File: src/rtl/sevseg_bcd_encoder_if.sv
// Handshake and display bus between a value producer and the BCD/segment encoder.
// The master drives values in; the slave returns status and the four segment bytes.
interface sevseg_bcd_encoder_if #(
   parameter int WIDTH = 14
);
   logic             in_valid;
   logic             in_ready;
   logic [WIDTH-1:0] in_value;
   logic [3:0]       dp_mask;
   logic             busy;
   logic             done;
   logic [7:0]       displaychar1;
   logic [7:0]       displaychar2;
   logic [7:0]       displaychar3;
   logic [7:0]       displaychar4;

   modport master (
      output in_valid,
      output in_value,
      output dp_mask,
      input  in_ready,
      input  busy,
      input  done,
      input  displaychar1,
      input  displaychar2,
      input  displaychar3,
      input  displaychar4
   );

   modport slave (
      input  in_valid,
      input  in_value,
      input  dp_mask,
      output in_ready,
      output busy,
      output done,
      output displaychar1,
      output displaychar2,
      output displaychar3,
      output displaychar4
   );
endinterface

File: src/rtl/sevseg_bcd_encoder.sv
// Binary to 4-digit BCD via iterative double-dabble, then active-low segment encoding
// with leading-zero blanking, decimal points and an overflow dash pattern.
module sevseg_bcd_encoder #(
   parameter int WIDTH         = 14,
   parameter bit BLANK_LEADING = 1'b1
) (
   input  logic                 clk,
   input  logic                 rst_n,
   sevseg_bcd_encoder_if.slave  bus
);

   typedef enum logic [1:0] {
      IDLE   = 2'd0,
      SHIFT  = 2'd1,
      ENCODE = 2'd2
   } state_t;

   state_t           state_q, state_d;
   logic [WIDTH-1:0] bin_q, bin_d;
   logic [15:0]      bcd_q, bcd_d;
   logic [3:0]       count_q, count_d;
   logic [3:0]       dp_q, dp_d;
   logic             ovf_q, ovf_d;
   logic [3:0][7:0]  char_q, char_d;
   logic             done_q, done_d;

   logic [15:0]      bcd_adj;
   logic [3:0][7:0]  enc;
   logic [3:0]       lead_zero;

   function automatic logic [6:0] seg7(input logic [3:0] digit);
      logic [6:0] s;
      case (digit)
         4'd0:    s = 7'h40;
         4'd1:    s = 7'h79;
         4'd2:    s = 7'h24;
         4'd3:    s = 7'h30;
         4'd4:    s = 7'h19;
         4'd5:    s = 7'h12;
         4'd6:    s = 7'h02;
         4'd7:    s = 7'h78;
         4'd8:    s = 7'h00;
         4'd9:    s = 7'h10;
         default: s = 7'h7F;
      endcase
      return s;
   endfunction

   // Per-digit add-3 correction and segment encoding of the finished BCD value.
   // lead_zero[k] is true when digit k and every digit above it are zero.
   generate
      for (genvar gi = 0; gi < 4; gi++) begin : g_digit
         logic [3:0] nib;
         logic       blank;

         assign nib = bcd_q[4*gi +: 4];
         assign bcd_adj[4*gi +: 4] = (nib >= 4'd5) ? nib + 4'd3 : nib;

         if (gi == 3) begin : g_top
            assign lead_zero[gi] = (nib == 4'd0);
         end else begin : g_low
            assign lead_zero[gi] = lead_zero[gi+1] && (nib == 4'd0);
         end

         assign blank   = BLANK_LEADING && (gi != 0) && lead_zero[gi];
         assign enc[gi] = ovf_q ? 8'hBF : {~dp_q[gi], (blank ? 7'h7F : seg7(nib))};
      end
   endgenerate

   always_comb begin
      state_d = state_q;
      bin_d   = bin_q;
      bcd_d   = bcd_q;
      count_d = count_q;
      dp_d    = dp_q;
      ovf_d   = ovf_q;
      char_d  = char_q;
      done_d  = 1'b0;

      case (state_q)
         IDLE: begin
            if (bus.in_valid) begin
               bin_d   = bus.in_value;
               dp_d    = bus.dp_mask;
               ovf_d   = 32'(bus.in_value) > 32'd9999;
               bcd_d   = '0;
               count_d = 4'(WIDTH);
               state_d = SHIFT;
            end
         end

         SHIFT: begin
            // A carry out of the top nibble can only come from a value above 9999.
            ovf_d   = ovf_q | bcd_adj[15];
            bcd_d   = {bcd_adj[14:0], bin_q[WIDTH-1]};
            bin_d   = {bin_q[WIDTH-2:0], 1'b0};
            count_d = count_q - 4'd1;
            if (count_q == 4'd1) begin
               state_d = ENCODE;
            end
         end

         ENCODE: begin
            char_d  = enc;
            done_d  = 1'b1;
            state_d = IDLE;
         end

         default: begin
            state_d = IDLE;
         end
      endcase
   end

   always_ff @(posedge clk or negedge rst_n) begin
      if (!rst_n) begin
         state_q <= IDLE;
         bin_q   <= '0;
         bcd_q   <= '0;
         count_q <= '0;
         dp_q    <= '0;
         ovf_q   <= 1'b0;
         char_q  <= {4{8'hFF}};
         done_q  <= 1'b0;
      end else begin
         state_q <= state_d;
         bin_q   <= bin_d;
         bcd_q   <= bcd_d;
         count_q <= count_d;
         dp_q    <= dp_d;
         ovf_q   <= ovf_d;
         char_q  <= char_d;
         done_q  <= done_d;
      end
   end

   assign bus.in_ready     = (state_q == IDLE);
   assign bus.busy         = (state_q != IDLE);
   assign bus.done         = done_q;
   assign bus.displaychar1 = char_q[0];
   assign bus.displaychar2 = char_q[1];
   assign bus.displaychar3 = char_q[2];
   assign bus.displaychar4 = char_q[3];

endmodule

File: src/flat_wrapper.sv
// flat-port wrapper written by rule: the top's interface ports become plain ports
module sevseg_bcd_encoder_flat 
#(
   parameter int WIDTH         = 14,
   parameter bit BLANK_LEADING = 1'b1
)
  (clk, rst_n, bus_in_valid, bus_in_value, bus_dp_mask, bus_in_ready, bus_busy, bus_done, bus_displaychar1, bus_displaychar2, bus_displaychar3, bus_displaychar4);
  sevseg_bcd_encoder_if #(.WIDTH(WIDTH)) bus_i ();
  input  logic clk;
  input  logic rst_n;
  input wire logic [$bits(bus_i.in_valid)-1:0] bus_in_valid;
  input wire logic [$bits(bus_i.in_value)-1:0] bus_in_value;
  input wire logic [$bits(bus_i.dp_mask)-1:0] bus_dp_mask;
  output wire logic [$bits(bus_i.in_ready)-1:0] bus_in_ready;
  output wire logic [$bits(bus_i.busy)-1:0] bus_busy;
  output wire logic [$bits(bus_i.done)-1:0] bus_done;
  output wire logic [$bits(bus_i.displaychar1)-1:0] bus_displaychar1;
  output wire logic [$bits(bus_i.displaychar2)-1:0] bus_displaychar2;
  output wire logic [$bits(bus_i.displaychar3)-1:0] bus_displaychar3;
  output wire logic [$bits(bus_i.displaychar4)-1:0] bus_displaychar4;
  assign bus_i.in_valid = bus_in_valid;
  assign bus_i.in_value = bus_in_value;
  assign bus_i.dp_mask = bus_dp_mask;
  assign bus_in_ready = bus_i.in_ready;
  assign bus_busy = bus_i.busy;
  assign bus_done = bus_i.done;
  assign bus_displaychar1 = bus_i.displaychar1;
  assign bus_displaychar2 = bus_i.displaychar2;
  assign bus_displaychar3 = bus_i.displaychar3;
  assign bus_displaychar4 = bus_i.displaychar4;
  sevseg_bcd_encoder #(.WIDTH(WIDTH), .BLANK_LEADING(BLANK_LEADING)) u_core (.clk(clk), .rst_n(rst_n), .bus(bus_i));
endmodule
File: config.mk
export PLATFORM = sky130hd
export DESIGN_NAME = sevseg_bcd_encoder_flat
export DESIGN_NICKNAME = d
export VERILOG_FILES = /design/src/rtl/sevseg_bcd_encoder_if.sv /design/src/rtl/sevseg_bcd_encoder.sv /design/src/flat_wrapper.sv
export SDC_FILE = /design/constraint.sdc
export NUM_CORES = 1
export LEC_CHECK = 0
export ABC_AREA = 0
export CORE_ASPECT_RATIO = 0.9
export CORE_MARGIN = 2
export CORE_UTILIZATION = 59
export DETAILED_ROUTE_END_ITERATION = 7
export HOLD_SLACK_MARGIN = 0.08
export PLACE_DENSITY = 0.85
export SKIP_LAST_GASP = 1
export SYNTH_ARGS = -nofsm -noshare
export SYNTH_HDL_FRONTEND = slang
export SYNTH_SLANG_ARGS = --single-unit
File: constraint.sdc
create_clock -name clk -period 2.89 [get_ports clk]
set_clock_uncertainty 0.2 [all_clocks]
set_input_delay 0.7225 -clock clk [delete_from_list [all_inputs] [get_ports clk]]
set_output_delay 0.7225 -clock clk [all_outputs]
set_load 0.05 [all_outputs]
**After elaboration in Yosys (flattened, before gate mapping)**

Memories as Yosys holds them, arrays and structs flattened.
Index checks and enable logic that the tools add are counted.

- Bits in registers: 74
- Bits in read-only memories: 448
- Input bits: 21
- Output and inout bits: 35
- Logic and storage cells: 69
- Memories kept: 4

Memories:

| memory | words | width | rd ports | clocked after memory_dff | wr ports | RTL line | source |
|---|---|---|---|---|---|---|---|
| (name not given) | 16 | 7 | 1 | 0 | 0 | sevseg_bcd_encoder.sv:33 | `case (digit)` |
| (name not given) | 16 | 7 | 1 | 0 | 0 | sevseg_bcd_encoder.sv:33 |  |
| (name not given) | 16 | 7 | 1 | 0 | 0 | sevseg_bcd_encoder.sv:33 |  |
| (name not given) | 16 | 7 | 1 | 0 | 0 | sevseg_bcd_encoder.sv:33 |  |

- Add/subtract/negate cells: 5
- Magnitude comparators: 5
- Equality and inequality tests: 5
- Mux-type cells: 23
- Bitwise gates (word level): 5
- Reduce and logical (&&, ||, !) cells: 11

Operator list:

| kind | number |
|---|---|
| $mux W8 | 4 |
| $pmux W16 S2 | 1 |
| $pmux W14 S2 | 1 |
| $mux W7 | 3 |
| $mux W4 | 5 |
| $add A4 B2 Y4 const B | 4 |
| $ge A4 B3 Y1 const B | 4 |
| $mux W16 | 1 |
| $gt A14 B14 Y1 const B | 1 |
| $mux W14 | 1 |
| $logic_not A4 Y1 | 3 |
| $pmux W4 S2 | 1 |
| $reduce_and A2 Y1 | 3 |
| $eq A4 B1 Y1 const B | 1 |
| $mux W2 | 2 |
| $not A1 Y1 | 4 |
| $pmux W2 S2 | 1 |
| $reduce_bool A2 Y1 | 2 |
| $sub A4 B1 Y4 const B | 1 |
| $eq A2 B1 Y1 const B | 1 |
| $eq A2 B2 Y1 const B | 1 |
| $logic_and A1 B1 Y1 | 2 |
| $logic_not A2 Y1 | 1 |
| $mux W1 | 2 |
| other kinds (4) | 4 |

**Longest topological paths before layout**

- Depth after elaboration: 5
- Depth in mapped cells: 7
- Gate-level depth less buffers: 6

**Worst setup path after synthesis**

Ideal clock, no wire load.

- Path kind: register to output
- Start point: register u_core.state_q[0]
- End point: output bus_busy
- Arrival: 1677 ps
- Data required time: 1967 ps
- Slack: 290 ps
- Cell stages (with the launch flop): 3
- Buffers on the path: 0
- Path through: dfrtp_1 nor2_1 inv_1

- Longest elaborated chain between the ends: 1

RTL lines:

| element | RTL line | source |
|---|---|---|
| from (decl) | sevseg_bcd_encoder.sv:18 | `state_t state_q, state_d;` |
| from (signal assigned) | sevseg_bcd_encoder.sv:126 | `state_q <= state_d;` |
| $reduce_bool A2 Y1 | sevseg_bcd_encoder.sv:138 | `assign bus.busy = (state_q != IDLE);` |
| to (decl) | flat_wrapper.sv:15 | `output wire logic [$bits(bus_i.busy)-1:0] bus_busy;` |

Every way passes these cells.

**Worst setup path in the final report**

Ends and elaborated chain as after synthesis.

==> summary.txt <==
Logic synthesis
  – EDFF count, synth: 0
  – Syn Area/Cell: 9.60 sq um
  – Simple-Gate Fraction of Synth Area: 0.148
  – Yosys cell types: 48
  – Syn Nets: roughly 460
  – Post-synthesis mux area share: 0.0523
  – Mapped Area: 3950 sq um
  – Area share of the leading cell type in the synthesized netlist: 0.266
  – Register bit count reported by yosys: 74
  – Post-synthesis xor/xnor area fraction: 0.0155
  – Ys flop type: dfrtp_1
  – Largest family of logic cells by synthesized area: compound AO/OA/AOI/OAI gates
  – Area contributors post-synth: dfrtp_1, dfstp_2, ha_1
  – Synth warn: 0
  – Area leader, netlist: dfrtp_1
  – Post-synthesis sequential area ratio: 0.479
  – Post-Syn Instances: 411
  – Post-synth ARST share: 1.00
  – Complex-gate fraction of the synthesized area: 0.179
  – Post-Synth Adder-Cell Area: 0.0793

Clock tree
  – Clock-pin transition on the worst setup and hold timing paths: 0.08 ns
  – Cts bufs inserted: 9
  – CTS H-Tree Depth: 3
  – CTS Sinks: 74
  – Clk_lat worst skew: 0.35 ns
  – Clk buf depth: 2
  – Root Driver: clkbuf_8
  – Setup repair bufs after CTS: 0
  – CTS tree: done

Floorplan
  – Cell Rows: 28
  – Die H: 81.6 um
  – Initial Util: 0.606
  – Core ar.: about 6500 sq um
  – Die area: 7360 sq um
  – # IOs: 56
  – Die width: approximately 90 um

Power
  – Pwr dens: 1110 nW/um^2
  – Sequential power share: 0.355
  – Clock power share: 0.164
  – Sw frac: 0.438
  – Final Power: 5360 uW
  – Logic gate share of total power: 0.481
  – Cell-internal power: about 3000 uW
  – Max VDD drop: ~0.54 mV
  – Switching power: 2340 uW
  – Pleak: 0.00209 uW

STA
  – Final hold violations: 0
  – Worst-margin pin slew: roughly 0.56 ns
  – RSZ-0062 raised after global routing: no
  – Hold WS: ~0.24 ns
  – Final setup fails: 0
  – Max_slew headroom: 0.624
  – Tmin final: 2.76 ns
  – Final worst setup slack: 0.132 ns
  – Peak Freq: about 0.36 GHz
  – Tcrit/Tclk final: 0.954
  – Setup TNS: 0 ns
  – Max Slew Vio Count: 0

Global routing
  – GR Util All Layers: 0.243
  – Grt ovf: 0
  – First-pass GRT wire length: roughly 14 mm
  – Initial antenna violation count: 0
  – Largest net degree at the start of global routing: 38
  – Vias in the first global route: 3049

Setup path
  – Worst-path fanout max: 7
  – Required time of the critical path: 1.97 ns
  – Reg2Reg Depth: 6
  – R2R Path End: u_core.bus.displaychar3[1]
  – Worst setup EP type: output port
  – Worst EP arrival: 1.84 ns
  – Worst Setup Path Type: register to output port
  – R2r setup slk: between 0.8 and 0.9 ns
  – RR Startpoint: u_core.bcd_q[12]
  – CP max-delay cell: clkdlybuf4s50_1
  – Crit-path cells: nor2_1 -> inv_1 -> clkdlybuf4s50_1
  – Slowest stage delay, CP: 0.79 ns
  – Worst Setup SP: u_core.state_q[0]
  – Startpoint types: register

Min path
  – WHS Path Cells: 1
  – Min-delay src: u_core.dp_q[0]
  – HP Class: register to register
  – Hold endpoint: u_core.bus.displaychar1[7]

Final layout
  – Seq. cell area: 1890 sq um
  – Multi-input combinational cell area: 1880 sq um
  – Share of cells above drive strength 1: 0.139
  – Post-layout util: 0.738
  – # fillers: 479
  – Nets: 508
  – Number of antenna diodes: 0
  – Most frequent cells in the layout: clkdlybuf4s50_1, nand2_1, nor2_1
  – Leading cell type in the layout, fill and taps excluded: clkdlybuf4s50_1
  – Area Overhead vs Synth: 21.9%

Drt
  – Final WL: roughly 8.4 mm
  – Vias per inst: 5.77
  – Post-route DRC: 0
  – Detailed Routing Iterations Pass 1: 4
  – Vias: 3212
  – Antenna viol nets, final: 0
  – Routed length per placed instance: 15.0 um
  – 1st-iter DRT viols: about 200

Job
  – Max_cap viols: 0

Place
  – GP Congestion: between 0.9 and 1
  – Post-DP HPWL: just under 6 mm
  – Post-Place Setup Slack: 0.376 ns
  – Number of port buffers: 55

Run status
  – Status: completed
## power by group through the flow
stage	logic, uW	registers (uW)	clock network, uW
after floorplan	1730	2030	0
after global placement	2450	1880	0
after detailed placement	2550	1900	0
after CTS	2580	1890	891
after global routing	2860	1960	932
final	2580	1900	880
## metal layers
metal / GRT usage / vias up / wire length (um)
met1: 0.313 / 1569 / 3850
li1: - / 1544 / -
met3: 0.0376 / 16 / 351
met5: 0 / - / 0
met2: 0.408 / 83 / 3970
met4: 0.125 / 0 / 187
## area by class of cell
type	count	area share
Sequential cell	74	0.393
Multi-Input combinational cell	294	0.390
Timing Repair Buffer	62	0.131
Clock buffer	11	0.0294
Tap cell	90	0.0234
Clock inverter	5	0.0164
Inverter	21	0.0164
## synthesized netlist by cell type, types with 2 or more instances
cell type and n:
nand2_1 48, nor2_1 43, dfrtp_1 42, o21ai_0 42, dfstp_2 32, ha_1 25
a21oi_1 22, inv_1 21, a31oi_1 15, mux2i_1 15, buf_2 11, clkbuf_1 9
nand3_1 8, nand2b_1 7, o22a_1 7, xnor2_1 7, mux2_2 5, o311ai_0 5
a211oi_1 3, nor2b_1 3, nor3_1 3, nor4_1 3, a22o_1 2, a32o_1 2
and2_1 2, and3_1 2, buf_4 2, nor3b_1 2, o211ai_1 2, o31ai_1 2
or3_1 2
## critical path, delay by kind of cell, from the launching register on
family	cells	cell delay [ns]
buf+inv	2	0.85
flops	1	0.50
simple gates	1	0.13
## cells by family (layout without fill, tap and decap cells)
group,count (synthesis),in the layout
and+or+nand+nor,128,128
AOI/OAI and AO/OA,114,114
DFF,74,74
buffers and inverters,43,99
adders and majority gates,25,25
muxes,20,20
xor gates and xnor gates,7,7
## per-stage QoR
step                std cells  area [sq um]
floorplan                 411          3950
global placement          540          4580
detailed placement        540          4580
CTS                       557          4810
global route              557          4810
finish                    557          4810
## flip-flops by register name, summed over array words and instances, names as in the netlist
signal / count
u_core.ovf_q: 1
u_core.bus.done: 1
u_core.bus.displaychar3: 8
u_core.state_q: 2
u_core.bus.displaychar2: 8
u_core.bcd_q: 16
u_core.dp_q: 4
u_core.bin_q: 14
u_core.bus.displaychar4: 8
u_core.bus.displaychar1: 8
u_core.count_q: 4
## how the worst max path moves through the flow
stage                         endpoint
final                         bus_busy
after global routing          bus_busy
after CTS                 bus_in_ready
after detailed placement  u_core.ovf_q
after global placement    bus_in_ready
after floorplan               bus_busy
## what timing repair did
| item | 4_1_cts | 5_1_grt |
|---|---|---|
| setup endpoints to repair | 0 | 1 |
| hold buffers | 1 | 0 |
| hold endpoints to repair | 5 | 0 |
| gates resized for setup | 0 | 1 |
Note: power is estimated with default switching activity, not from simulation.
